<file path="src/rtl/program_loader_pkg.sv">
// Shared definitions for the instruction-memory loader: FSM states, error codes,
// and the instruction word width also used by the fetch/decode side.
package program_loader_pkg;

    localparam int INSTR_W = 16;

    typedef enum logic [2:0] {
        IDLE,
        LEN_HI,
        LEN_LO,
        DAT_HI,
        DAT_LO,
        CHK,
        DONE,
        ERR
    } loader_state_t;

    localparam logic [1:0] ERR_NONE = 2'b00;
    localparam logic [1:0] ERR_LEN  = 2'b01;
    localparam logic [1:0] ERR_CHK  = 2'b10;

endpackage

</file>
<file path="src/rtl/program_loader_if.sv">
// Host byte stream plus instruction-memory write port. The loader is the master;
// the host/memory side uses the slave view.
interface program_loader_if #(
    parameter int ADDR_W = 12
);
    import program_loader_pkg::*;

    logic                byte_valid;
    logic [7:0]          byte_data;
    logic                byte_ready;
    logic                imem_we;
    logic [ADDR_W-1:0]   imem_addr;
    logic [INSTR_W-1:0]  imem_wdata;

    modport master (
        input  byte_valid, byte_data,
        output byte_ready, imem_we, imem_addr, imem_wdata
    );

    modport slave (
        output byte_valid, byte_data,
        input  byte_ready, imem_we, imem_addr, imem_wdata
    );

endinterface

</file>
<file path="src/rtl/program_loader_word_assembler.sv">
// Pairs high/low bytes into instruction words, issuing a one-cycle write strobe
// with the registered address/data and tracking how many words have been written.
module loader_word_assembler
    import program_loader_pkg::*;
#(
    parameter int ADDR_W = 12
) (
    input  logic                clk,
    input  logic                rst_n,
    input  logic                clear,
    input  logic                hi_load,
    input  logic                lo_load,
    input  logic [7:0]          byte_data,
    output logic                imem_we,
    output logic [ADDR_W-1:0]   imem_addr,
    output logic [INSTR_W-1:0]  imem_wdata,
    output logic [ADDR_W:0]     word_count
);

    logic [7:0]         hi_q, hi_d;
    logic               we_q, we_d;
    logic [ADDR_W-1:0]  addr_q, addr_d;
    logic [INSTR_W-1:0] wdata_q, wdata_d;
    logic [ADDR_W:0]    count_q, count_d;

    // The running word count doubles as the index of the next word to write.
    always_comb begin
        hi_d    = hi_q;
        we_d    = 1'b0;
        addr_d  = addr_q;
        wdata_d = wdata_q;
        count_d = count_q;
        if (clear) begin
            addr_d  = '0;
            count_d = '0;
        end else begin
            if (hi_load) begin
                hi_d = byte_data;
            end
            if (lo_load) begin
                we_d    = 1'b1;
                addr_d  = count_q[ADDR_W-1:0];
                wdata_d = {hi_q, byte_data};
                count_d = count_q + 1'b1;
            end
        end
    end

    always_ff @(posedge clk or negedge rst_n) begin
        if (!rst_n) begin
            hi_q    <= '0;
            we_q    <= 1'b0;
            addr_q  <= '0;
            wdata_q <= '0;
            count_q <= '0;
        end else begin
            hi_q    <= hi_d;
            we_q    <= we_d;
            addr_q  <= addr_d;
            wdata_q <= wdata_d;
            count_q <= count_d;
        end
    end

    assign imem_we    = we_q;
    assign imem_addr  = addr_q;
    assign imem_wdata = wdata_q;
    assign word_count = count_q;

endmodule

</file>
<file path="src/rtl/program_loader.sv">
// Frame parser that loads instruction memory from a host byte stream and holds
// the CPU until the load finishes with a verified checksum or an error.
module program_loader
    import program_loader_pkg::*;
#(
    parameter int ADDR_W = 12
) (
    input  logic              clk,
    input  logic              rst_n,
    input  logic              start,
    program_loader_if.master  bus,
    output logic              cpu_hold,
    output logic              busy,
    output logic              done,
    output logic              error,
    output logic [1:0]        error_code,
    output logic [ADDR_W:0]   word_count
);

    localparam logic [16:0] MAX_LEN = 17'd1 << ADDR_W;

    loader_state_t state_q, state_d;
    logic [15:0]   len_q, len_d;
    logic [7:0]    sum_q, sum_d;
    logic [1:0]    err_q, err_d;

    logic          xfer;
    logic          start_ok;
    logic          hi_load;
    logic          lo_load;
    logic          last_word;
    logic [15:0]   len_new;

    assign start_ok  = start && (state_q == IDLE || state_q == DONE || state_q == ERR);
    assign len_new   = {len_q[15:8], bus.byte_data};
    assign last_word = (17'(word_count) + 17'd1) == {1'b0, len_q};

    always_ff @(posedge clk or negedge rst_n) begin
        if (!rst_n) begin
            state_q <= IDLE;
            len_q   <= '0;
            sum_q   <= '0;
            err_q   <= ERR_NONE;
        end else begin
            state_q <= state_d;
            len_q   <= len_d;
            sum_q   <= sum_d;
            err_q   <= err_d;
        end
    end

    // Length is range-checked before any data byte, so the address never wraps.
    always_comb begin
        state_d = state_q;
        len_d   = len_q;
        sum_d   = sum_q;
        err_d   = err_q;
        if (start_ok) begin
            state_d = LEN_HI;
            sum_d   = '0;
            err_d   = ERR_NONE;
        end else if (xfer) begin
            unique case (state_q)
                LEN_HI: begin
                    len_d   = {bus.byte_data, 8'h00};
                    state_d = LEN_LO;
                end
                LEN_LO: begin
                    len_d = len_new;
                    if (len_new == 16'd0) begin
                        state_d = CHK;
                    end else if ({1'b0, len_new} > MAX_LEN) begin
                        state_d = ERR;
                        err_d   = ERR_LEN;
                    end else begin
                        state_d = DAT_HI;
                    end
                end
                DAT_HI: begin
                    sum_d   = sum_q + bus.byte_data;
                    state_d = DAT_LO;
                end
                DAT_LO: begin
                    sum_d   = sum_q + bus.byte_data;
                    state_d = last_word ? CHK : DAT_HI;
                end
                CHK: begin
                    if (bus.byte_data == sum_q) begin
                        state_d = DONE;
                    end else begin
                        state_d = ERR;
                        err_d   = ERR_CHK;
                    end
                end
                default: begin
                end
            endcase
        end
    end

    always_comb begin
        busy           = (state_q == LEN_HI) || (state_q == LEN_LO) || (state_q == DAT_HI) ||
                         (state_q == DAT_LO) || (state_q == CHK);
        bus.byte_ready = busy;
        cpu_hold       = busy;
        done           = (state_q == DONE);
        error          = (state_q == ERR);
        error_code     = err_q;
        xfer           = bus.byte_valid && busy;
        hi_load        = xfer && (state_q == DAT_HI);
        lo_load        = xfer && (state_q == DAT_LO);
    end

    loader_word_assembler #(
        .ADDR_W (ADDR_W)
    ) u_assembler (
        .clk        (clk),
        .rst_n      (rst_n),
        .clear      (start_ok),
        .hi_load    (hi_load),
        .lo_load    (lo_load),
        .byte_data  (bus.byte_data),
        .imem_we    (bus.imem_we),
        .imem_addr  (bus.imem_addr),
        .imem_wdata (bus.imem_wdata),
        .word_count (word_count)
    );

endmodule

</file>
<file path="src/flat_wrapper.sv">
// flat-port wrapper written by rule: the top's interface ports become plain ports
module program_loader_flat import program_loader_pkg::*;
#(
    parameter int ADDR_W = 12
)
  (clk, rst_n, start, cpu_hold, busy, done, error, error_code, word_count, bus_byte_valid, bus_byte_data, bus_byte_ready, bus_imem_we, bus_imem_addr, bus_imem_wdata);
  program_loader_if #(.ADDR_W(ADDR_W)) bus_i ();
  input  logic clk;
  input  logic rst_n;
  input  logic start;
  output logic cpu_hold;
  output logic busy;
  output logic done;
  output logic error;
  output logic [1:0] error_code;
  output logic [ADDR_W:0] word_count;
  input wire logic [$bits(bus_i.byte_valid)-1:0] bus_byte_valid;
  input wire logic [$bits(bus_i.byte_data)-1:0] bus_byte_data;
  output wire logic [$bits(bus_i.byte_ready)-1:0] bus_byte_ready;
  output wire logic [$bits(bus_i.imem_we)-1:0] bus_imem_we;
  output wire logic [$bits(bus_i.imem_addr)-1:0] bus_imem_addr;
  output wire logic [$bits(bus_i.imem_wdata)-1:0] bus_imem_wdata;
  assign bus_i.byte_valid = bus_byte_valid;
  assign bus_i.byte_data = bus_byte_data;
  assign bus_byte_ready = bus_i.byte_ready;
  assign bus_imem_we = bus_i.imem_we;
  assign bus_imem_addr = bus_i.imem_addr;
  assign bus_imem_wdata = bus_i.imem_wdata;
  program_loader #(.ADDR_W(ADDR_W)) u_core (.clk(clk), .rst_n(rst_n), .start(start), .bus(bus_i), .cpu_hold(cpu_hold), .busy(busy), .done(done), .error(error), .error_code(error_code), .word_count(word_count));
endmodule
</file>
<file path="config.mk">
export PLATFORM = sky130hd
export DESIGN_NAME = program_loader_flat
export DESIGN_NICKNAME = d
export VERILOG_FILES = /design/src/rtl/program_loader_pkg.sv /design/src/rtl/program_loader_if.sv /design/src/rtl/program_loader_word_assembler.sv /design/src/rtl/program_loader.sv /design/src/flat_wrapper.sv
export SDC_FILE = /design/constraint.sdc
export NUM_CORES = 1
export LEC_CHECK = 0
export BUFFER_PORTS_ARGS = -buffer_cell sky130_fd_sc_hd__buf_2
export CAP_MARGIN = 20
export CORE_UTILIZATION = 47
export DETAILED_ROUTE_END_ITERATION = 7
export GPL_TIMING_DRIVEN = 0
export PLACE_DENSITY = 0.68
export SLEW_MARGIN = 10
export SYNTH_ARGS = -nofsm -noshare
export SYNTH_HDL_FRONTEND = slang
export SYNTH_SLANG_ARGS = --single-unit
</file>
<file path="constraint.sdc">
create_clock -name clk -period 2.4 [get_ports clk]
set_clock_uncertainty 0.2 [all_clocks]
set_input_delay 0.72 -clock clk [delete_from_list [all_inputs] [get_ports clk]]
set_output_delay 0.72 -clock clk [all_outputs]
set_load 0.01 [all_outputs]
</file>
== After elaboration in Yosys (flattened, before gate mapping) ==
Cells that the tools add are included.
Storage, ports and cells
  output and inout port bits: 49
  register bits: 79
  word-level logic and storage cells: 77
Operators by class
  $add $sub $neg: 3
  mux-type cells: 23
  order comparisons: 1
  equal/unequal tests: 12
  reductions and logical operators: 26
  bitwise gates (word level): 2
Operators with widths (count)
  case mux 16 bit (2 select lines): 1
  2-to-1 mux 13 bit: 2
  2-to-1 mux 12 bit: 2
  2-to-1 mux 8 bit: 3
  == test 17 x 16 -> 1 bit: 1
  greater-than comparator 16 x 13 -> 1 bit, second input constant: 1
  zero test 16 bit: 1
  2-to-1 mux 3 bit: 5
  case mux 3 bit (5 select lines): 1
  adder 13 x 1 -> 14 bit, second input constant: 1
  adder 13 x 1 -> 13 bit, second input constant: 1
  == test 3 bit, second input constant: 4
  2-to-1 mux 2 bit: 5
  adder 8 bit: 1
  == test 8 bit: 1
  AND reduction 2 bit: 4
  nonzero test 2 bit: 4
  == test 3 x 2 -> 1 bit, second input constant: 2
  logical OR 1 bit: 6
  inequality test 3 x 2 -> 1 bit, second input constant: 2
  nonzero test 6 bit: 1
  AND reduction 5 bit: 1
  logical AND 1 bit: 4
  case mux 2 bit (2 select lines): 1
  9 further kinds: 12

== Depth between registers and ports, before layout ==
Gate-level depths: netlist of the first run.
  word-level depth: 9
  depth in mapped cells: 8
  depth with buffers taken out: 8

== Cells and area by module ==
From an unflattened synthesis of the first run, not the netlist that was laid out.
Unflattened totals
  cell total of the unflattened synthesis: 409
  area, all modules: 4281.6 µm²
By module, submodules not included
  program_loader: cells an instance 251, instances 1, area each 2190.9 µm², seq. area each 725.7 µm²
  loader_word_assembler: cells an instance 158, instances 1, area each 2090.8 µm², seq. area each 1251.2 µm²

== Worst setup path after synthesis of the first run ==
OpenSTA, ideal clock, no wires.
  path type: input to register
  start point: input port bus_byte_data[0]
  end point: register u_core.sum_q[6]
  cell stages on the path: 8
  arrival: 2158 ps
  path buffers: 0
  setup slack: -79 ps
  data required time: 2079 ps
  cell sequence: ha_1 > fa_1 > a21o_1 > a21oi_1 > o21bai_1 > a21oi_1 > xnor2_1 > a22o_1
Between the ends
  cells in the longest elaborated chain, start to end: 4
Ends and longest elaborated chain
  start, declared: RTL line flat_wrapper.sv:18  | input wire logic [$bits(bus_i.byte_data)-1:0] bus_byte_data;
  adder 8 bit: RTL line program_loader.sv:80, program_loader.sv:84
  2-to-1 mux 8 bit
  2-to-1 mux 8 bit: RTL line program_loader.sv:62  | end else if (xfer) begin
  2-to-1 mux 8 bit: RTL line program_loader.sv:58  | if (start_ok) begin
  end signal, assigned: RTL line program_loader.sv:47  | sum_q <= sum_d;
  end, declared: RTL line program_loader.sv:24  | logic [7:0] sum_q, sum_d;
No other way between the ends. The select of a mux whose other input is x is not followed.
A chain may end at the register's enable or synchronous reset.

== Worst setup path in the final report of the first run ==
  start point: register u_core.state_q[2]
  end point: output port cpu_hold
Between the ends
  cells in the longest elaborated chain, start to end: 5
  elaborated cells between the ends (all ways): 9
  classes of those cells: 5 x eq/ne; 4 x reduce/logical
Ends and longest elaborated chain
  start, declared: RTL line program_loader.sv:22  | loader_state_t state_q, state_d;
  start signal, assigned: RTL line program_loader.sv:45  | state_q <= state_d;
  == test 3 x 1 -> 1 bit / == test 3 x 2 -> 1 bit (equally long branches): RTL line program_loader.sv:102  | busy = (state_q == LEN_HI) || (state_q == LEN_LO) || (state_q == DAT_HI) ||
  logical OR 1 bit (3 in a row): RTL line program_loader.sv:102
  logical OR 1 bit *: RTL line program_loader.sv:103  | (state_q == DAT_LO) || (state_q == CHK);
  end, declared: RTL line flat_wrapper.sv:11  | output logic cpu_hold;
Mark *: on every way between the ends. The rest lies on a longest branch, timed or not.

==> qor.yml, run 1 <==
status: "finished clean"
r2r_slack_ns: 0.10
first_global_vias: 3227
setup-tns-final_ns: 0
power-per-cell-area_nw_per_um2: 1124
synth_top_family_by_area: "simple AND/OR/NAND/NOR gates"
place.gp.congestion: 0.8380
initial_utilization_pct: 49.07
place_area_um2: 4531
wire_per_inst_um: 17.10
crit_fanout: 6
critPathArrivalTime_ns: 1.41
wl_met2_mm: 4.940
async_flop_share_pct: 100.0
top_layer: "met4"
critPathKind: "flop to output port"
clock-root-buffer: "clkbuf_8"
numClockSinks: 79
track_usage_pct: 23.54
overflow: 0
design_area_um2: 4995
met1_length_mm: 4.625
ctsHoldBuffers: 0
tightestPinTransition_ns: 0.6628
muxShareOfSynthArea_pct: 5.714
yosys_register_bits: 79
ant_nets: 0
cp.required_ns: 1.48
cts_max_level: 3
drv_cap: 0
leakage_nw: 2.366
grt_start_max_net_pins: 57
num_vias: 3484
rows: 33
syn_inst: 406
dieArea_um2: 9041
synthTopCellsByArea: "dfrtp_1, a22o_1, nand2_1"
cp-start-kind: "flop"
cts_tree: "done"
dp_hpwl_mm: 6.772
synth_top_area_share_pct: 48.54
setup_viol: 0
power_w: 0.005612
slew_headroom_pct: 55.65
dr.first_iter.drc_count: 269
yosysWarnings: 0
yosys.area_share.adder_pct: 2.949
grt_pass1_wl_mm: 16.10
yosysTopAreaCell: "dfrtp_1"
fmax_mhz: 429.2
final_nets: 511
synth_edf_count: 0
layout-drive-gt1-share_pct: 30.91
ys.flop_type: "dfrtp_1"
clockBufferDepth: 2
final_max_slew_viol_count: 0
synth_seq_area_share_pct: 48.54
synth.avg_cell_area_um2: 10.03
area_delta_synth_final_pct: 22.64
antenna_found_initial: 0
routed_via_density: 5.807
ir_drop_mv: 0.5862
boundaryPins: 61
fin_crit_ns: 2.330
fin_crit_sh_pct: 97.09
synthSimpleGateAreaFrac_pct: 17.11
regArea_um2: 1984
drc_errors: 0
grt_setup_unrepaired: "no"
syn_area_um2: 4073
ys_types: 54
fill_cells: 696
die_x_um: 95.09
hold_class: "primary input to asynchronous set/reset pin"
clock_latency_ns: 0.36
clk_pin_slew_worst_paths_ns: 0.10
die_h_um: 95.09
synth.most_common_cell: "dfrtp_1"
antenna_cells: 0
fp.coreArea_um2: 8299
firstDrtPassIters: 4
hold_viol_final: 0
synth-compound-area-share_pct: 16.90
cts_buffers: 9
syn_nets: 427
ys_top_cells_by_count: "dfrtp_1, nand2_1, a22o_1, nor2_1, xnor2_1"
routed_wl_mm: 10.26
io_buffers: 58
synth-xor-area-share_pct: 5.161
multi_input_area_um2: 2057
end_kind: "output port"
dr_wl_met3_um: 515
-- final cells by class --
type	instances	share of cell area (%)
Buffer	26	3.231
Clock inverter	6	1.503
Tap cell	105	2.630
Timing Repair Buffer	72	8.367
Sequential cell	79	39.73
Multi-Input combinational cell	294	41.18
Inverter	8	0.6012
Clock buffer	10	2.756
-- state kept, by name, indices dropped and copies added, names as in the netlist --
| register | cells |
|---|---|
| u_core.u_assembler.imem_we | 1 |
| u_core.state_q | 3 |
| u_core.len_q | 16 |
| u_core.u_assembler.hi_q | 8 |
| u_core.u_assembler.word_count | 13 |
| u_core.u_assembler.imem_addr | 12 |
| u_core.u_assembler.imem_wdata | 16 |
| u_core.error_code | 2 |
| u_core.sum_q | 8 |
-- critical path, stage by stage, from the launching register on --
cell and delay [ns]:
dfrtp_1 0.47, nor3_2 0.25, a21oi_2 0.07, buf_4 0.14, buf_2 0.13
-- worst paths after layout --
check                                                   end                             start  cells after the start
hold / removal              u_core.u_assembler.imem_addr[6]                             rst_n                      1
min in group clk           u_core.u_assembler.imem_wdata[8]        u_core.u_assembler.hi_q[0]                      2
hold reg to reg            u_core.u_assembler.imem_wdata[8]        u_core.u_assembler.hi_q[0]                      2
setup reg to reg                          u_core.state_q[1]  u_core.u_assembler.word_count[0]                      7
setup / recovery                                   cpu_hold                 u_core.state_q[2]                      4
max in group asynchronous                   u_core.sum_q[1]                             rst_n                      2
-- cell families (layout without fill, tap and decap cells) --
kind of cell             Yosys count  count (layout)
AO/OA/AOI/OAI                     92              92
XOR/XNOR                          24              24
adder cells (fa/ha/maj)            9               9
buffers and inverters             34             122
flip-flops                        79              79
multiplexers                      21              21
AND/OR/NAND/NOR                  147             148
-- what timing repair did --
item,CTS,global route
endpoints found under the hold margin,0,0
pin swaps,1,6
gates resized for setup,17,33
setup buffers,1,12
cloned,0,1
endpoints found under the setup margin,19,38
-- layout by cell type, fill, tap and decap left out, drive strengths merged, types with 3 or more instances in the layout --
cell type | Yosys | layout
a211oi | 3 | 3
a21o | 3 | 3
a21oi | 7 | 7
a22o | 37 | 37
and2 | 3 | 3
buf | 10 | 85
clkbuf | 16 | 23
dfrtp | 79 | 79
ha | 8 | 8
inv | 8 | 11
mux2 | 18 | 18
mux2i | 3 | 3
nand2 | 70 | 70
nand2b | 6 | 6
nand3 | 13 | 13
nand4 | 2 | 3
nor2 | 23 | 23
nor3 | 9 | 9
nor4 | 8 | 8
o21ai | 22 | 22
o31ai | 6 | 6
xnor2 | 20 | 20
xor2 | 4 | 4
-- stage by stage --
step / util, % / hold slack (ns) / worst slack [ns] / cells
detailed placement: 54.59 / 0.2568 / -0.5705 / 570
floorplan: - / 0.2244 / 0.002773 / 406
global placement: 54.23 / 0.2426 / -0.5661 / 569
finish: 60.18 / 0.05019 / 0.06993 / 600
global route: 60.18 / 0.06631 / 0.002618 / 600
CTS: 57.79 / 0.05169 / -0.02035 / 587
-- where the power goes --
| group | switching, W | internal, W |
|---|---|---|
| combinational | 0.00122 | 0.00114 |
| clock | 0.000544 | 0.000526 |
| sequential | 0.000399 | 0.00178 |
-- per-layer routing --
metal | GRT usage, % | vias to the layer above
met4 | 10.10 | 0
met2 | 37.26 | 121
met3 | 3.907 | 17
met5 | 0 | -
li1 | - | 1622
met1 | 31.87 | 1724
Note: power is estimated with default switching activity, not from simulation.
==> inputs of run 2 (changes only) <==
--- a/config.mk
+++ b/config.mk
@@ -11,6 +11,7 @@
 export DETAILED_ROUTE_END_ITERATION = 7
 export GPL_TIMING_DRIVEN = 0
 export PLACE_DENSITY = 0.68
+export REMOVE_ABC_BUFFERS = 1
 export SLEW_MARGIN = 10
 export SYNTH_ARGS = -nofsm -noshare
 export SYNTH_HDL_FRONTEND = slang
==> qor.yml, run 2 (synthesis results as in run 1) <==
dr.first_iter.drc_count: 170  # -37%
status: "finished clean"
setup-tns-final_ns: 0  # unchanged
fmax_mhz: 428.6  # -0.14%
final_cell_mix: "nand2_1, dfrtp_1, buf_2"
ant_nets: 0  # unchanged
layout-drive-gt1-share_pct: 30.72  # -0.19 points
ir_drop_mv: 0.5452  # -7.0%
clock-root-buffer: "clkbuf_8"
reg2reg_depth: 6  # -1
end_kind: "flop"
cp-startpoint: "bus_byte_data[0]"
r2r_slack_ns: 0.08  # -0.02 ns
leakage_nw: 2.254  # -4.7%
crit_fanout: 6  # unchanged
drv_cap: 0  # unchanged
routed_wl_mm: 9.750  # -4.9%
slowest_delay_ns: 0.38  # -0.09 ns
critPathKind: "primary input to flop"
cp_slowest_cell: "fa_2"
cts_buffers: 9  # unchanged
final_max_slew_viol_count: 0  # unchanged
rows: 33  # unchanged
fp.coreArea_um2: 8299  # unchanged
final_common_cell: "nand2_1"
crit_chain: "buf_2 -> ha_1 -> fa_2 -> a21o_1 -> a21oi_2 -> o21bai_1 -> a21oi_1 -> xnor2_1 -> a22o_1"
routed_via_density: 5.752  # -0.94%
slew_headroom_pct: 57.19  # +1.5 points
die_h_um: 95.09  # unchanged
critPathArrivalTime_ns: 2.37  # +0.96 ns
setup_viol: 0  # unchanged
cp.required_ns: 2.44  # +0.96 ns
whs_ns: 0.1353  # +0.08513 ns
initial_utilization_pct: 49.07  # unchanged
fin_crit_ns: 2.333  # +0.003303 ns
dp_hpwl_mm: 6.079  # -10%
die_x_um: 95.09  # unchanged
crit_path_end: "u_core.sum_q[6]"
firstDrtPassIters: 5  # +1
antenna_found_initial: 0  # unchanged
timing.rr.end: "u_core.state_q[1]"
power-per-cell-area_nw_per_um2: 1119  # -0.44%
path_buf_inv: 1  # -1
grt_start_max_net_pins: 41  # -28%
hold_class: "primary input to asynchronous set/reset pin"
overflow: 0  # unchanged
r2r-start: "u_core.u_assembler.word_count[3]"
area_delta_synth_final_pct: 19.57
clockBufferDepth: 2  # unchanged
crit_family: "compound AO/OA/AOI/OAI gates"
clock_latency_ns: 0.35  # about the same
grt_pass1_wl_mm: 15.27  # -5.2%
clk_pin_slew_worst_paths_ns: 0.09  # about the same
numClockSinks: 79  # unchanged
final_nets: 488  # -4.5%
place.gp.congestion: 0.8445  # +0.78%
hold_viol_final: 0  # unchanged
cts_tree: "done"
cp.depth: 9  # +5
boundaryPins: 61  # unchanged
io_buffers: 60  # +3.4%
fin_crit_sh_pct: 97.22  # +0.14 points
tightestPinTransition_ns: 0.6398  # -0.02301 ns
track_usage_pct: 22.19  # -1.4 points
num_vias: 3319  # -4.7%
cts_max_level: 3  # unchanged
wire_per_inst_um: 16.90  # -1.2%
final_util_pct: 58.68  # -1.5 points
antenna_cells: 0  # unchanged
dieArea_um2: 9041  # unchanged
first_global_vias: 2997  # -7.1%
cp-start-kind: "primary input"
drc_errors: 0  # unchanged
## run 2: cell count changes in the layout (fill, tap and decap cells not counted), moves of 2 or more
cell,change
a211oi_1,+3
a211oi_2,-3
buf_4,-7
buf_6,-5
clkbuf_1,-9
clkbuf_2,-3
dfrtp_1,-5
dfrtp_2,+4
ha_1,-2
ha_4,+2
## run 2: area by class of cell
| cell class | instances | area (um^2) |
|---|---|---|
| Clock buffer | 11 | 141.4 |
| Clock inverter | 5 | 40.04 |
| Fill cell | 713 | 3430 |
| Inverter | 8 | 33.78 |
| Multi-Input combinational cell | 294 | 2085 |
| Sequential cell | 79 | 1993 |
| Tap cell | 105 | 131.4 |
| Timing Repair Buffer | 75 | 445.4 |
## run 2: worst min path at each step
stage / startpoint / end / slack (ns) / cells past startpoint
floorplan: rst_n / u_core.error_code[0] / 0.22 / 0
global placement: u_core.u_assembler.hi_q[5] / u_core.u_assembler.imem_wdata[13] / 0.25 / 2
detailed placement: u_core.u_assembler.imem_wdata[12] / u_core.u_assembler.imem_wdata[12] / 0.26 / 2
CTS: rst_n / u_core.u_assembler.imem_addr[9] / 0.16 / 1
global route: rst_n / u_core.u_assembler.word_count[9] / 0.18 / 1
finish: rst_n / u_core.u_assembler.word_count[9] / 0.14 / 1
## run 2: where the power goes
part | internal (W) | total (W) | leakage [nW] | switching [W]
registers | 0.00179 | 0.00222 | 1.00 | 0.000432
logic | 0.00112 | 0.00229 | 1.16 | 0.00117
clock network | 0.000414 | 0.000940 | 0.0943 | 0.000525
## run 2: per-layer routing
layer  global-route usage (%)  vias up  part of all wire, %
met4                    8.460        0                  2.6
met5                        0        -                    0
met2                    34.76       92                   47
met1                    30.93     1636                   46
li1                         -     1572                    -
met3                    3.429       19                  4.1
## run 2: metrics by stage
step                      instance area (um^2)  instances  power, W  setup slack (ns)
after floorplan                           3955        380  0.003570           -0.4269
after global placement                    4387        545  0.004110            -1.662
after detailed placement                  4442        547  0.004204           -0.8047
after CTS                                 4732        566  0.005280          0.002586
after global routing                      4870        577  0.005837          -0.04487
final                                     4870        577  0.005447           0.06663
## run 2: timing repair
action                                  CTS  global route
gates cloned                              0             1
gates resized for setup                  20            14
buffers inserted                          3            10
pin swaps                                 1             3
endpoints found under the setup margin   57            15
hold buffers                              0             0
